## config.mk

```make
export PLATFORM = sky130hd
export DESIGN_NAME = fsm_sym_arbiter
export DESIGN_NICKNAME = d
export VERILOG_FILES = /design/src/rtl/fsm_pkg.sv /design/src/rtl/fsm_sym_arbiter.sv
export SDC_FILE = /design/constraint.sdc
export NUM_CORES = 1
export LEC_CHECK = 0
export ABC_AREA = 1
export BUFFER_PORTS_ARGS = -buffer_cell sky130_fd_sc_hd__buf_4
export CAP_MARGIN = 0
export CORE_MARGIN = 1.5
export CORE_UTILIZATION = 37
export DETAILED_ROUTE_END_ITERATION = 10
export PLACE_DENSITY = 0.58
export SYNTH_ARGS = -nofsm -noshare
export SYNTH_HDL_FRONTEND = slang
export SYNTH_SLANG_ARGS = --single-unit
```

## constraint.sdc

```tcl
create_clock -name clk -period 3.4 [get_ports clk]
set_input_delay 0.34 -clock clk [delete_from_list [all_inputs] [get_ports clk]]
set_output_delay 0.34 -clock clk [all_outputs]
set_load 0.005 [all_outputs]
```

## src/rtl/fsm_pkg.sv

```systemverilog
// Shared encodings for the symbol arbiter and the 6-state one-hot FSM it feeds.
package fsm_pkg;

  typedef enum logic [2:0] {
    IDLE = 3'b001,
    G0   = 3'b010,
    G1   = 3'b100
  } arb_state_e;

  typedef enum logic [5:0] {
    S0 = 6'b000001,
    S1 = 6'b000010,
    S2 = 6'b000100,
    S3 = 6'b001000,
    S4 = 6'b010000,
    S5 = 6'b100000
  } fsm_state_e;

endpackage

```

## src/rtl/fsm_sym_arbiter.sv

```systemverilog
// Two-requester burst arbiter that feeds one symbol per cycle into a shared FSM
// and routes the FSM's response back to the requester whose symbol it consumed.
module fsm_sym_arbiter
  import fsm_pkg::*;
#(
  parameter int unsigned MAX_BURST = 4,
  parameter logic        IDLE_A    = 1'b0,
  parameter logic        IDLE_B    = 1'b0
) (
  input  logic clk,
  input  logic reset,
  input  logic req0,
  input  logic req1,
  input  logic a0,
  input  logic b0,
  input  logic a1,
  input  logic b1,
  input  logic lock0,
  input  logic lock1,
  input  logic fsm_out,
  output logic fsm_a,
  output logic fsm_b,
  output logic gnt0,
  output logic gnt1,
  output logic rsp_valid0,
  output logic rsp_valid1,
  output logic rsp_out
);

  localparam logic [2:0] MaxCnt = 3'(MAX_BURST);

  arb_state_e state_q, state_d;
  logic [2:0] cnt_q, cnt_d;
  logic       last_served_q, last_served_d;
  logic       rsp_valid0_q, rsp_valid1_q;
  logic       burst_done;

  assign gnt0 = (state_q == G0) & req0;
  assign gnt1 = (state_q == G1) & req1;

  assign fsm_a = gnt0 ? a0 : (gnt1 ? a1 : IDLE_A);
  assign fsm_b = gnt0 ? b0 : (gnt1 ? b1 : IDLE_B);

  // True when the grant in this cycle brings the burst count up to MAX_BURST.
  assign burst_done = (cnt_q >= MaxCnt - 3'd1);

  always_comb begin
    state_d = state_q;
    case (state_q)
      IDLE: begin
        if (req0 && req1) state_d = last_served_q ? G0 : G1;
        else if (req0)    state_d = G0;
        else if (req1)    state_d = G1;
      end
      G0: begin
        if (!req0)                            state_d = req1 ? G1 : IDLE;
        else if (burst_done && !lock0 && req1) state_d = G1;
      end
      G1: begin
        if (!req1)                            state_d = req0 ? G0 : IDLE;
        else if (burst_done && !lock1 && req0) state_d = G0;
      end
      default: state_d = IDLE;
    endcase
  end

  always_comb begin
    cnt_d         = cnt_q;
    last_served_d = last_served_q;
    if (state_d != state_q) begin
      cnt_d = '0;
      if (state_q == G0)      last_served_d = 1'b0;
      else if (state_q == G1) last_served_d = 1'b1;
    end else if ((gnt0 || gnt1) && (cnt_q < MaxCnt)) begin
      cnt_d = cnt_q + 3'd1;
    end
  end

  always_ff @(posedge clk) begin
    if (reset) begin
      state_q       <= IDLE;
      cnt_q         <= '0;
      last_served_q <= 1'b1;
      rsp_valid0_q  <= 1'b0;
      rsp_valid1_q  <= 1'b0;
    end else begin
      state_q       <= state_d;
      cnt_q         <= cnt_d;
      last_served_q <= last_served_d;
      rsp_valid0_q  <= gnt0;
      rsp_valid1_q  <= gnt1;
    end
  end

  assign rsp_valid0 = rsp_valid0_q;
  assign rsp_valid1 = rsp_valid1_q;
  assign rsp_out    = fsm_out & (rsp_valid0_q | rsp_valid1_q);

endmodule

```

Yosys cells after proc, flatten, opt, wreduce, memory -nomap -nowiden:

Index checks and enable logic that the tools add are counted.

* logic and storage cells: 45
* RAM bits: 0
* output and inout port bits: 7
* flip-flop bits (word level): 9
* bits in latches: 0
* memories kept: 0
* input bits: 11
* ROM bits: 0

* shifts and indexed selects: 0
* muxes and demuxes: 17
* equal/unequal tests: 4
* multipliers: 0
* $lt $le $gt $ge: 2
* $add $sub $neg: 1
* bitwise logic cells: 4
* divide/modulo/power cells: 0
* reductions and logical operators: 12

Operators with widths (count)
* 2-to-1 mux 3 bit: 9
* one-hot mux 3 bit (3 select lines): 1
* logical AND 1 bit: 6
* 2-to-1 mux 1 bit: 6
* adder 3 x 1 -> 3 bit, second input constant: 1
* bitwise AND 1 bit: 3
* == test 3 x 1 -> 1 bit, second input constant: 1
* == test 3 x 2 -> 1 bit, second input constant: 1
* == test 3 bit, second input constant: 1
* greater-or-equal comparator 3 x 2 -> 1 bit, second input constant: 1
* < comparator 3 bit, second input constant: 1
* != test 3 bit: 1
* zero test 1 bit: 2
* 2-to-1 mux 2 bit: 1
* AND reduction 2 bit: 1
* nonzero test 2 bit: 1
* OR reduction 2 bit: 1
* logical OR 1 bit: 1
* bitwise OR 1 bit: 1

Logic depth before layout (Yosys ltp):

* word-level depth: 8
* gate-level depth with buffers: 13
* mapped depth without buffers: 13

Worst setup path after synthesis:

OpenSTA, ideal clock, no wires.

* kind: register to register
* start: register cnt_q[0]
* end: register last_served_q
* library setup time: 0.117 ns
* slack: 1.808 ns
* path buffers: 0
* data required time: 3.283 ns
* arrival time: 1.475 ns
* period minus slack after synthesis: 1.592 ns
* cell stages (with the launch flop): 13
* path through: dfxtp_1 ha_1 ha_1 nor2_1 nand2_1 nand2_1 nand2_1 nand2_1 nand2_1 o21bai_2 nand3_4 a21oi_1 nand2_1

* longest elaborated chain between the ends: 8
* elaborated cells on any way between the ends: 12
* those cells by class: 1 x order compare; 1 x eq/ne; 5 x mux; 5 x reduce/logical

RTL lines
* start, declared: RTL line fsm_sym_arbiter.sv:33 `logic [2:0] cnt_q, cnt_d;`
* start signal, assigned: RTL line fsm_sym_arbiter.sv:88 `cnt_q <= cnt_d;`
* greater-or-equal comparator 3 x 2 -> 1 bit (*): RTL line fsm_sym_arbiter.sv:45 `assign burst_done = (cnt_q >= MaxCnt - 3'd1);`
* logical AND 1 bit (on tied branches) (2 in a row): RTL line fsm_sym_arbiter.sv:61, fsm_sym_arbiter.sv:57
* 2-to-1 mux 3 bit (on tied branches): RTL line fsm_sym_arbiter.sv:61, fsm_sym_arbiter.sv:57
* 2-to-1 mux 3 bit (on tied branches): RTL line fsm_sym_arbiter.sv:60, fsm_sym_arbiter.sv:56
* one-hot mux 3 bit (3 select lines) (*): RTL line fsm_sym_arbiter.sv:49 `case (state_q)`
* != test 3 bit (*): RTL line fsm_sym_arbiter.sv:70 `if (state_d != state_q) begin`
* AND reduction 2 bit (no line) (*)
* end signal, assigned: RTL line fsm_sym_arbiter.sv:89 `last_served_q <= last_served_d;`
* end, declared: RTL line fsm_sym_arbiter.sv:34 `logic last_served_q, last_served_d;`

Mark *: on every way between the ends. The rest lies on a longest branch, timed or not.
A chain may end at the register's enable or synchronous reset.

Worst setup path in the final report:

* start: register state_q[2]
* end: output fsm_a

* longest elaborated chain between the ends: 4
* elaborated cells on any way between the ends: 6
* those cells by class: 2 x eq/ne; 2 x mux; 2 x bitwise

RTL lines
* start, declared: RTL line fsm_sym_arbiter.sv:32 `arb_state_e state_q, state_d;`
* start signal, assigned: RTL line fsm_sym_arbiter.sv:87 `state_q <= state_d;`
* == test 3 bit: RTL line fsm_sym_arbiter.sv:39 `assign gnt1 = (state_q == G1) & req1;`
* bitwise AND 1 bit: RTL line fsm_sym_arbiter.sv:39
* 2-to-1 mux 1 bit: RTL line fsm_sym_arbiter.sv:41 `assign fsm_a = gnt0 ? a0 : (gnt1 ? a1 : IDLE_A);`
* 2-to-1 mux 1 bit (*): RTL line fsm_sym_arbiter.sv:41
* end, declared: RTL line fsm_sym_arbiter.sv:21 `output logic fsm_a,`

Marked as above.

==> flow_metrics.tcl <==
set metrics [dict create \
    outcome "finished clean" \
    firstDrtPassIters 4 \
    dp_slack_ns 1.66 \
    die_h_um 44.4 \
    synth.distinct_cells 25 \
    setup_tns_ns 0 \
    num_antenna_cells 0 \
    cp_max_fo 6 \
    synthTopCellsByCount "nand2_1 (31), nor2_1 (13), dfxtp_1 (9)" \
    synth-simple-area-share_pct 52.8 \
    avgSynthCellArea_um2 6.83 \
    slew_violations 0 \
    p_leak_nw 0.433 \
    cts_buffer_depth 2 \
    synth_top_area_cell "dfxtp_1" \
    postCtsResizedCells 0 \
    syn_inst 93 \
    synth_top_family_by_area "simple AND/OR/NAND/NOR gates" \
    cts_max_level 1 \
    synth_edf_count 0 \
    synthArstFlopShare_pct 0 \
    grt_pass1_vias 583 \
    maxCapViolCount 0 \
    cts.sinks 9 \
    grt_setup_unrepaired "false" \
    synth_compound_area_share_pct 6.89 \
    cts_setup_buffers 0 \
    finalSetupViolCount 0 \
    routedWlPerCell_um 10.9 \
    power_density_nw_per_um2 363 \
    hold_buffers 0 \
    drc 0 \
    finalClockSkew_ns 0.00525 \
    cts_buffers 3 \
    vias 634 \
    placed_cells 125 \
    dp_hpwl_um 1150 \
    cts.reportedPaths.clkPinSlew_ns 0.06 \
    synthAdderAreaFrac_pct 3.94 \
    end_kind "output port" \
    cp.arrival_ns 1.40 \
    clockRootBuffer "clkbuf_4" \
    finalCritPeriodShare_pct 51.0 \
    tightest_slew_ns 0.270 \
    cts_tree "built" \
    synth_fp_nets 106 \
    finalNonFillerCells 129 \
    fin_ws_ns 1.66 \
    grt_pass1_wl_um 2350 \
    portBuffers 17 \
    antenna_found_initial 0 \
    cp.required_ns 3.06 \
    fin_nets 127 \
    place.gp.congestion 0.807 \
    hold_viol 0 \
    vdd_ir_drop_max_mv 0.221 \
    io_pins 18 \
    cp-start-kind "register" \
    r2r_setup_slack_ns 1.68 \
    std_cell_rows 14 \
    core_area_um2 1560 \
    drt_iter0_markers 8 \
    path_class "reg -> out" \
    layout-drive-gt1-share_pct 34.5 \
    grt_max_degree 10 \
    synthDominantCellAreaShare_pct 28.3 \
    postSynthRegisterBits 9 \
    yosysMostFrequentCell "nand2_1" \
    start_util_pct 40.8 \
    fmax_mhz 576 \
    relSlewSlack_pct 82.0 \
    drt-total-wl_um 1400 \
    grt.overflow.total 0 \
    die_x_um 44.4 \
    insertion_delay_ns 0.28 \
    synth_area_leaders "dfxtp_1 (28%), nand2_1 (18%), nor2_1 (7.7%)" \
    ys_warn_count 0 \
    nFillCells 163 \
    muxShareOfSynthArea_pct 0 \
    hp-class "in -> reg" \
    die_area_um2 1980 \
    via_per_inst 4.91 \
    fin_crit_ns 1.74 \
    syn2layout_area_growth_pct 26.6 \
    synth_flop_cell "dfxtp_1" \
    ys_seq_area_share_pct 28.3 \
    synth_xor_area_share_pct 1.38 \
    syn_area_um2 636 \
    power.total_uw 292 \
    ant_nets 0 \
    grt_util_all_layers_pct 16.7 \
]
[kinds of logic (layout without fill, tap and decap cells)]
logic type | count (synthesis) | in the layout
adder cells (fa/ha/maj) | 2 | 2
AND/OR/NAND/NOR | 64 | 64
XOR/XNOR | 1 | 1
AO/OA/AOI/OAI | 6 | 6
flip-flops | 9 | 9
buffers and inverters | 11 | 31
[worst max-delay path: stages (launching register included)]
cell and delay [ns]:
dfxtp_1 0.47, nand3_2 0.15, inv_2 0.12, nand2_4 0.08, inv_1 0.09, nand2_1 0.05, nand2_1 0.06, buf_4 0.10
[sequential cells by signal, indices dropped and copies added (netlist names)]
name	cells
cnt_q	3
last_served_q	1
rsp_valid0	1
rsp_valid1	1
state_q	3
[cell type report]
class,count,area [um2],share of cell area [%]
Inverter,10,37.5,4.67
Multi-Input combinational cell,73,413,51.3
Timing Repair Buffer,17,128,15.9
Sequential cell,9,180,22.4
Clock buffer,4,26.3,3.27
Tap cell,16,20.0,2.49
[layer usage]
layer	global-route usage, %	wire, um	part of all wire [%]	vias to the layer above
met5	0	0	0	-
met4	7.27	25	1.8	0
met3	7.76	84	6.0	3
met2	26.5	663	47	17
met1	19.3	626	45	278
li1	-	-	-	336
[through the flow]
step / instance area, um2 / util [%] / hold slack (ns)
floorplan: 636 / - / 0.426
global placement: 778 / 49.9 / 0.459
detailed placement: 778 / 49.9 / 0.467
CTS: 805 / 51.6 / 0.307
global route: 805 / 51.6 / 0.318
finish: 805 / 51.6 / 0.308
[report_power, final]
| part | total (mW) | leakage (nW) | switching, mW | internal [mW] |
|---|---|---|---|---|
| registers | 0.119 | 0.0732 | 0.00712 | 0.112 |
| logic | 0.0866 | 0.345 | 0.0516 | 0.0350 |
| clock network | 0.0870 | 0.0150 | 0.0415 | 0.0455 |
| total | 0.292 | 0.433 | 0.100 | 0.192 |
[worst paths after layout]
| path | from | endpoint | depth (start not counted) |
|---|---|---|---|
| worst max-delay path | state_q[2] | fsm_a | 7 |
| worst min-delay path | reset | rsp_valid1 | 2 |
| worst max register to register | cnt_q[0] | last_served_q | 12 |
| worst min register to register | last_served_q | last_served_q | 2 |
[cells in the final DEF (no fill, tap or decap), drive strengths merged]
cell	count
a21oi	1
a31oi	1
buf	17
clkbuf	4
dfxtp	9
ha	2
inv	10
nand2	34
nand3	8
nand3b	1
nand4	2
nor2	15
nor3	1
nor3b	2
o21a	1
o21ai	2
o21bai	1
or2	1
xnor2	1
(Power assumes the default switching activity.)
